==> src/rtl/rx_frame_filter_ctrl_if.sv <==
// RX byte stream with parser field flags, plus the per-frame decision outputs
// returned by the frame filter.
interface rx_frame_filter_ctrl_if;
  logic [7:0]  rx_data_i;
  logic        rx_data_valid_i;
  logic        is_preamble_or_sfd_i;
  logic        is_dst_mac_i;
  logic        is_src_mac_i;
  logic        is_ether_type_i;
  logic        is_payload_or_crc_i;
  logic        invalid_frame_i;
  logic        frame_start_o;
  logic        frame_accept_o;
  logic        frame_drop_o;
  logic [1:0]  drop_reason_o;
  logic [15:0] ether_type_o;
  logic [10:0] frame_len_o;

  modport master (
    output rx_data_i, rx_data_valid_i, is_preamble_or_sfd_i, is_dst_mac_i,
           is_src_mac_i, is_ether_type_i, is_payload_or_crc_i, invalid_frame_i,
    input  frame_start_o, frame_accept_o, frame_drop_o, drop_reason_o,
           ether_type_o, frame_len_o
  );

  modport slave (
    input  rx_data_i, rx_data_valid_i, is_preamble_or_sfd_i, is_dst_mac_i,
           is_src_mac_i, is_ether_type_i, is_payload_or_crc_i, invalid_frame_i,
    output frame_start_o, frame_accept_o, frame_drop_o, drop_reason_o,
           ether_type_o, frame_len_o
  );
endinterface

==> src/rtl/rx_frame_filter_ctrl.sv <==
// Per-frame accept/drop controller: tracks frame phases from parser flags, matches
// the destination MAC, checks length/errors and issues one registered decision per frame.
module rx_frame_filter_ctrl #(
  parameter int MIN_LEN = 64,
  parameter int MAX_LEN = 1518,
  parameter int CNT_W   = 32
) (
  input  logic                  clk,
  input  logic                  rst,
  rx_frame_filter_ctrl_if.slave rx,
  input  logic [47:0]           station_mac_i,
  input  logic                  promisc_i,
  input  logic                  bcast_en_i,
  input  logic                  mcast_en_i,
  output logic [CNT_W-1:0]      accept_cnt_o,
  output logic [CNT_W-1:0]      drop_cnt_o
);
  typedef enum logic [2:0] {IDLE, PRE, DST, SRC, ETYPE, PAYLOAD, DISCARD} state_t;

  localparam logic [10:0] MIN_L  = 11'(MIN_LEN);
  localparam logic [10:0] MAX_L  = 11'(MAX_LEN);
  localparam logic [1:0]  R_ADDR = 2'd0;
  localparam logic [1:0]  R_ERR  = 2'd1;
  localparam logic [1:0]  R_RUNT = 2'd2;
  localparam logic [1:0]  R_OVER = 2'd3;

  state_t           state_reg, state_next;
  logic [2:0]       idx_reg, idx_next;
  logic [10:0]      len_reg, len_next, len_inc;
  logic             err_reg, err_next;
  logic             uc_reg, uc_next, bc_reg, bc_next, mc_reg, mc_next;
  logic             first_reg;
  logic [15:0]      etype_reg, etype_next;
  logic             start_reg, start_next;
  logic             accept_reg, accept_next, drop_reg, drop_next;
  logic [1:0]       reason_reg, reason_next;
  logic [10:0]      flen_reg, flen_next;
  logic [CNT_W-1:0] acnt_reg, dcnt_reg;
  logic [7:0]       station_octet [8];
  logic             valid, byte_is_uc, byte_is_bc, end_err, addr_ok;
  logic             abort_now, bad_flag, eof_now;

  // Octet 0 is the first on the wire; indices 6/7 are never compared against.
  for (genvar gi = 0; gi < 8; gi++) begin : g_octet
    if (gi < 6) begin : g_real
      assign station_octet[gi] = station_mac_i[47-8*gi -: 8];
    end else begin : g_pad
      assign station_octet[gi] = 8'h00;
    end
  end

  assign valid      = rx.rx_data_valid_i;
  assign len_inc    = (len_reg == 11'h7FF) ? len_reg : len_reg + 11'd1;
  assign byte_is_uc = (rx.rx_data_i == station_octet[idx_reg]);
  assign byte_is_bc = (rx.rx_data_i == 8'hFF);
  assign end_err    = err_reg | rx.invalid_frame_i;
  assign addr_ok    = promisc_i | uc_reg | (bc_reg & bcast_en_i) | (mc_reg & ~bc_reg & mcast_en_i);

  always_comb begin
    state_next  = state_reg;
    idx_next    = idx_reg;
    len_next    = len_reg;
    err_next    = (state_reg == IDLE) ? 1'b0 : end_err;
    uc_next     = uc_reg;
    bc_next     = bc_reg;
    mc_next     = mc_reg;
    etype_next  = etype_reg;
    start_next  = 1'b0;
    accept_next = 1'b0;
    drop_next   = 1'b0;
    reason_next = reason_reg;
    flen_next   = flen_reg;
    abort_now   = 1'b0;
    bad_flag    = 1'b0;
    eof_now     = 1'b0;

    case (state_reg)
      IDLE: begin
        idx_next = 3'd0;
        // A byte seen straight out of reset belongs to a frame we joined late.
        if (valid && first_reg)                    state_next = DISCARD;
        else if (valid && rx.is_preamble_or_sfd_i) state_next = PRE;
      end
      PRE: begin
        if (!valid) begin
          state_next = IDLE;
        end else if (rx.is_dst_mac_i) begin
          state_next = DST;
          start_next = 1'b1;
          idx_next   = 3'd1;
          len_next   = 11'd1;
          uc_next    = byte_is_uc;
          bc_next    = byte_is_bc;
          mc_next    = rx.rx_data_i[0];
        end else if (!rx.is_preamble_or_sfd_i) begin
          state_next = DISCARD;
        end
      end
      DST: begin
        if (!valid) abort_now = 1'b1;
        else if (rx.is_dst_mac_i && idx_reg < 3'd6) begin
          uc_next  = uc_reg & byte_is_uc;
          bc_next  = bc_reg & byte_is_bc;
          idx_next = idx_reg + 3'd1;
          len_next = len_inc;
        end else if (rx.is_src_mac_i && idx_reg == 3'd6) begin
          state_next = SRC;
          idx_next   = 3'd1;
          len_next   = len_inc;
        end else bad_flag = 1'b1;
      end
      SRC: begin
        if (!valid) abort_now = 1'b1;
        else if (rx.is_src_mac_i && idx_reg < 3'd6) begin
          idx_next = idx_reg + 3'd1;
          len_next = len_inc;
        end else if (rx.is_ether_type_i && idx_reg == 3'd6) begin
          state_next        = ETYPE;
          idx_next          = 3'd1;
          len_next          = len_inc;
          etype_next[15:8]  = rx.rx_data_i;
        end else bad_flag = 1'b1;
      end
      ETYPE: begin
        if (!valid) abort_now = 1'b1;
        else if (rx.is_ether_type_i && idx_reg == 3'd1) begin
          etype_next[7:0] = rx.rx_data_i;
          idx_next        = 3'd2;
          len_next        = len_inc;
        end else if (rx.is_payload_or_crc_i && idx_reg == 3'd2) begin
          state_next = PAYLOAD;
          len_next   = len_inc;
        end else bad_flag = 1'b1;
      end
      PAYLOAD: begin
        if (!valid)                        eof_now  = 1'b1;
        else if (rx.is_payload_or_crc_i)   len_next = len_inc;
        else                               bad_flag = 1'b1;
      end
      DISCARD: begin
        if (!valid) state_next = IDLE;
      end
      default: state_next = IDLE;
    endcase

    if (abort_now) begin
      drop_next   = 1'b1;
      reason_next = R_RUNT;
      flen_next   = len_reg;
      state_next  = IDLE;
    end
    if (bad_flag) begin
      drop_next   = 1'b1;
      reason_next = R_ERR;
      flen_next   = len_reg;
      state_next  = DISCARD;
    end
    // Priority: error, oversize, runt, address mismatch.
    if (eof_now) begin
      flen_next  = len_reg;
      state_next = IDLE;
      if (end_err)              begin drop_next = 1'b1; reason_next = R_ERR;  end
      else if (len_reg > MAX_L) begin drop_next = 1'b1; reason_next = R_OVER; end
      else if (len_reg < MIN_L) begin drop_next = 1'b1; reason_next = R_RUNT; end
      else if (!addr_ok)        begin drop_next = 1'b1; reason_next = R_ADDR; end
      else                      accept_next = 1'b1;
    end
  end

  always_ff @(posedge clk) begin
    if (!rst) begin
      state_reg  <= IDLE;
      idx_reg    <= '0;
      len_reg    <= '0;
      err_reg    <= 1'b0;
      uc_reg     <= 1'b0;
      bc_reg     <= 1'b0;
      mc_reg     <= 1'b0;
      first_reg  <= 1'b1;
      etype_reg  <= '0;
      start_reg  <= 1'b0;
      accept_reg <= 1'b0;
      drop_reg   <= 1'b0;
      reason_reg <= '0;
      flen_reg   <= '0;
      acnt_reg   <= '0;
      dcnt_reg   <= '0;
    end else begin
      state_reg  <= state_next;
      idx_reg    <= idx_next;
      len_reg    <= len_next;
      err_reg    <= err_next;
      uc_reg     <= uc_next;
      bc_reg     <= bc_next;
      mc_reg     <= mc_next;
      first_reg  <= 1'b0;
      etype_reg  <= etype_next;
      start_reg  <= start_next;
      accept_reg <= accept_next;
      drop_reg   <= drop_next;
      reason_reg <= reason_next;
      flen_reg   <= flen_next;
      if (accept_next && acnt_reg != '1) acnt_reg <= acnt_reg + CNT_W'(1);
      if (drop_next && dcnt_reg != '1)   dcnt_reg <= dcnt_reg + CNT_W'(1);
    end
  end

  assign rx.frame_start_o  = start_reg;
  assign rx.frame_accept_o = accept_reg;
  assign rx.frame_drop_o   = drop_reg;
  assign rx.drop_reason_o  = reason_reg;
  assign rx.ether_type_o   = etype_reg;
  assign rx.frame_len_o    = flen_reg;
  assign accept_cnt_o      = acnt_reg;
  assign drop_cnt_o        = dcnt_reg;
endmodule

==> src/flat_wrapper.sv <==
// flat-port wrapper written by rule: the top's interface ports become plain ports
module rx_frame_filter_ctrl_flat 
#(
  parameter int MIN_LEN = 64,
  parameter int MAX_LEN = 1518,
  parameter int CNT_W   = 32
)
  (clk, rst, station_mac_i, promisc_i, bcast_en_i, mcast_en_i, accept_cnt_o, drop_cnt_o, rx_rx_data_i, rx_rx_data_valid_i, rx_is_preamble_or_sfd_i, rx_is_dst_mac_i, rx_is_src_mac_i, rx_is_ether_type_i, rx_is_payload_or_crc_i, rx_invalid_frame_i, rx_frame_start_o, rx_frame_accept_o, rx_frame_drop_o, rx_drop_reason_o, rx_ether_type_o, rx_frame_len_o);
  rx_frame_filter_ctrl_if rx_i ();
  input  logic clk;
  input  logic rst;
  input  logic [47:0] station_mac_i;
  input  logic promisc_i;
  input  logic bcast_en_i;
  input  logic mcast_en_i;
  output logic [CNT_W-1:0] accept_cnt_o;
  output logic [CNT_W-1:0] drop_cnt_o;
  input wire logic [$bits(rx_i.rx_data_i)-1:0] rx_rx_data_i;
  input wire logic [$bits(rx_i.rx_data_valid_i)-1:0] rx_rx_data_valid_i;
  input wire logic [$bits(rx_i.is_preamble_or_sfd_i)-1:0] rx_is_preamble_or_sfd_i;
  input wire logic [$bits(rx_i.is_dst_mac_i)-1:0] rx_is_dst_mac_i;
  input wire logic [$bits(rx_i.is_src_mac_i)-1:0] rx_is_src_mac_i;
  input wire logic [$bits(rx_i.is_ether_type_i)-1:0] rx_is_ether_type_i;
  input wire logic [$bits(rx_i.is_payload_or_crc_i)-1:0] rx_is_payload_or_crc_i;
  input wire logic [$bits(rx_i.invalid_frame_i)-1:0] rx_invalid_frame_i;
  output wire logic [$bits(rx_i.frame_start_o)-1:0] rx_frame_start_o;
  output wire logic [$bits(rx_i.frame_accept_o)-1:0] rx_frame_accept_o;
  output wire logic [$bits(rx_i.frame_drop_o)-1:0] rx_frame_drop_o;
  output wire logic [$bits(rx_i.drop_reason_o)-1:0] rx_drop_reason_o;
  output wire logic [$bits(rx_i.ether_type_o)-1:0] rx_ether_type_o;
  output wire logic [$bits(rx_i.frame_len_o)-1:0] rx_frame_len_o;
  assign rx_i.rx_data_i = rx_rx_data_i;
  assign rx_i.rx_data_valid_i = rx_rx_data_valid_i;
  assign rx_i.is_preamble_or_sfd_i = rx_is_preamble_or_sfd_i;
  assign rx_i.is_dst_mac_i = rx_is_dst_mac_i;
  assign rx_i.is_src_mac_i = rx_is_src_mac_i;
  assign rx_i.is_ether_type_i = rx_is_ether_type_i;
  assign rx_i.is_payload_or_crc_i = rx_is_payload_or_crc_i;
  assign rx_i.invalid_frame_i = rx_invalid_frame_i;
  assign rx_frame_start_o = rx_i.frame_start_o;
  assign rx_frame_accept_o = rx_i.frame_accept_o;
  assign rx_frame_drop_o = rx_i.frame_drop_o;
  assign rx_drop_reason_o = rx_i.drop_reason_o;
  assign rx_ether_type_o = rx_i.ether_type_o;
  assign rx_frame_len_o = rx_i.frame_len_o;
  rx_frame_filter_ctrl #(.MIN_LEN(MIN_LEN), .MAX_LEN(MAX_LEN), .CNT_W(CNT_W)) u_core (.clk(clk), .rst(rst), .rx(rx_i), .station_mac_i(station_mac_i), .promisc_i(promisc_i), .bcast_en_i(bcast_en_i), .mcast_en_i(mcast_en_i), .accept_cnt_o(accept_cnt_o), .drop_cnt_o(drop_cnt_o));
endmodule
==> config.mk <==
export PLATFORM = sky130hd
export DESIGN_NAME = rx_frame_filter_ctrl_flat
export DESIGN_NICKNAME = d
export VERILOG_FILES = /design/src/rtl/rx_frame_filter_ctrl_if.sv /design/src/rtl/rx_frame_filter_ctrl.sv /design/src/flat_wrapper.sv
export SDC_FILE = /design/constraint.sdc
export NUM_CORES = 1
export LEC_CHECK = 0
export CAP_MARGIN = 20
export CORE_UTILIZATION = 31
export DETAILED_ROUTE_END_ITERATION = 7
export GPL_TIMING_DRIVEN = 0
export SYNTH_ARGS = -nofsm -noshare
export SYNTH_HDL_FRONTEND = slang
export SYNTH_SLANG_ARGS = --single-unit
==> constraint.sdc <==
create_clock -name clk -period 10 [get_ports clk]
set_input_delay 2 -clock clk [delete_from_list [all_inputs] [get_ports clk]]
set_output_delay 2 -clock clk [all_outputs]
set_load 0.02 [all_outputs]
==> qor.csv <==
stage;metric;value;unit
run_status;status;finished clean;
drt;Pre-antenna DRT Iters;5;
yosys;most frequent cells after synthesis;118 x dfxtp_1, 113 x nor2_1, 60 x nand2_1;
clocking;Sink Count;118;
cells_and_area;P&R area growth vs syn;40.2;%
yosys;Synth top area share;0.377;
floorplan;# rows;51;
cells_and_area;final layout net count;1004;
sta;worst slew pin tran;0.848;ns
yosys;asr flop ratio synth;0;
floorplan;Die Ht;144;um
drt;DRT Wirelength;18800;um
floorplan;Initial Util;0.319;
grt;initial antenna violation count;0;
floorplan;Horiz. Die Dim;144;um
floorplan;IO Pins;164;
sta;fin. max-slew vios;0;
grt;gr usage total;0.186;
yosys;Synth Register Bits;118;
cells_and_area;layout cells sized above 1;0.0594;
clocking;TritonCTS clock tree;built;
placement;placed inst area;8220;um^2
sta;skew final;0.0133;ns
critical_path;Worst Reg-to-Reg Cells;11;
clocking;CTS Hold Bufs;0;
critical_path;Startpoint Class;primary input;
pwr;PD cells;164;nW/um^2
run;max_cap viols;0;
worst_hold_path;Worst Hold Class;flip-flop to flip-flop;
yosys;sequential area share after synthesis;0.377;
floorplan;core area;19700;um^2
sta;Highest Clock Rate;218;MHz
grt;grt ovf;0;
yosys;Syn Area/Cell;8.37;um^2
cells_and_area;post-layout util;0.447;
grt;vias in the first global route;5637;
sta;setup tns final;0;ns
sta;max_slew headroom;0.432;
cells_and_area;number of fill cells;2040;
floorplan;DIE AREA;20800;um^2
critical_path;Setup CP Type;primary input to flip-flop;
sta;minimum clock period after layout;4.58;ns
clocking;clk slew on worst S/H paths;0.05;ns
placement;placer congestion estimate;0.892;
drt;starting DRC count in detailed routing;436;
placement;Buffers on Ports;161;
yosys;Synth area leaders;dfxtp_1 38%, mux2i_1 7.3%, nor2_1 6.8%;
grt;first-pass GRT wire length;29800;um
critical_path;Worst Path Required;10.28;ns
critical_path;CP Data Arrival Time;4.86;ns
yosys;net count after synthesis;823;
drt;post-route ant nets;0;
sta;RSZ-0062 raised after global routing;no;
sta;Tcrit/Tclk final;0.458;
clocking;PostCTS Resize Cnt;0;
clocking;setup bufs post-CTS;0;
clocking;CTS Buf Count;17;
sta;final hold violations;0;
pwr;cell leakage power;3.04;nW
cells_and_area;ant diodes;0;
sta;Setup WS post-layout;5.42;ns
drt;final routed DRC violation total;0;
yosys;Cells after Synth;749;
drt;Vias;6073;
yosys;most numerous cell in the Yosys netlist;dfxtp_1;
clocking;clk_lat worst skew;0.42;ns
clocking;CTS max path bufs;2;
critical_path;Crit. End Element;flip-flop;
drt;WL/cell;15.6;um
yosys;Most used DFF post-synth;dfxtp_1;
yosys;post-synth top area cell;dfxtp_1;
placement;pre-CTS setup slack;5.02;ns
cells_and_area;Final Instance Area;8780;um^2
worst_hold_path;hold path depth;2;
pwr;Max IR drop VDD;117;uV
placement;dpl hpwl;13800;um
sta;setup violators final;0;
drt;vias per cell;5.03;
yosys;Synth Cell Area;6270;um^2
critical_path;CP Max Fanout;10;
yosys;Ys Warns;0;
yosys;EDFF count, synth;0;
pwr;Design Power;1.44;mW
grt;largest net degree at the start of global routing;17;
clocking;Root Buffer;clkbuf_16;
clocking;CTS HTree Levels;4;
yosys;post-synthesis cell type count;61;
[metrics by stage]
| step | hold slack [ns] | instances |
|---|---|---|
| after floorplan | 0.452 | 749 |
| after global placement | 0.473 | 1175 |
| after detailed placement | 0.479 | 1176 |
| after CTS | 0.491 | 1208 |
| after global routing | 0.503 | 1208 |
| final | 0.491 | 1208 |
[final timing paths]
check / from / endpoint / slack [ns]
worst min register to register: u_core.rx.ether_type_o[1]$_SDFFE_PN0P_ / u_core.rx.ether_type_o[1]$_SDFFE_PN0P_ / 0.49
worst min-delay path: u_core.rx.ether_type_o[1]$_SDFFE_PN0P_ / u_core.rx.ether_type_o[1]$_SDFFE_PN0P_ / 0.49
worst max-delay path: rx_is_dst_mac_i / u_core.len_reg[7]$_SDFFE_PN0P_ / 5.42
worst max register to register: u_core.idx_reg[0]$_SDFFE_PN0P_ / u_core.drop_cnt_o[22]$_SDFFE_PN0P_ / 5.73
[cell usage in the layout, fill, tap and decap left out, types with 6 or more instances in the layout]
| cell | n |
|---|---|
| or4_1 | 10 |
| xor2_1 | 29 |
| nand2b_1 | 10 |
| and4_1 | 7 |
| dfxtp_1 | 118 |
| nor3_1 | 26 |
| nor4_1 | 19 |
| mux2i_1 | 46 |
| o21bai_1 | 8 |
| ha_1 | 6 |
| o21ai_0 | 15 |
| and3_1 | 23 |
| mux4_2 | 6 |
| clkbuf_16 | 17 |
| clkdlybuf4s50_1 | 161 |
| and2_1 | 16 |
| nand4_1 | 23 |
| clkbuf_1 | 33 |
| o31ai_1 | 6 |
| a21oi_1 | 32 |
| inv_1 | 8 |
| nand3_1 | 41 |
| nor2_1 | 113 |
| xnor2_1 | 32 |
| or3_1 | 6 |
| nand2_1 | 60 |
[where the power goes]
group | switching (mW) | internal (mW)
registers | 0.0190 | 0.492
logic | 0.195 | 0.151
clock network | 0.218 | 0.367
total | 0.432 | 1.01
[cell type report]
class | count | area, um^2 | area share
multi-input combinational | 583 | 3700 | 0.422
sequential | 118 | 2360 | 0.269
timing repair buffer | 162 | 1620 | 0.184
clock buffer | 25 | 495 | 0.0564
tap | 265 | 332 | 0.0378
buffer | 39 | 166 | 0.0189
clock inverter | 7 | 70.1 | 0.00798
inverter | 9 | 33.8 | 0.00385
[critical path: stages]
cell	delay (ns)
clkdlybuf4s50_1	0.66
a21bo_2	0.28
nand2_1	0.08
o2111ai_1	0.24
or4b_1	0.55
clkbuf_1	0.17
buf_2	0.21
o21ai_1	0.55
nor2_1	0.11
[layer usage]
layer  vias up  global-route usage  share of wire
met5         -                   0              0
met1      2865               0.247           0.47
li1       3038                   -              -
met3        24              0.0424          0.046
met2       146               0.297           0.47
met4         0              0.0565          0.014
[logic make-up after synthesis]
family,count (synthesis),share of synthesized area
DFF,118,0.377
AOI/OAI and AO/OA,89,0.0941
buffers and inverters,48,0.0319
xor gates and xnor gates,61,0.0853
and+or+nand+nor,374,0.303
muxes,53,0.0968
adders and majority gates,6,0.0120
Power figures use the tool's default switching activity.
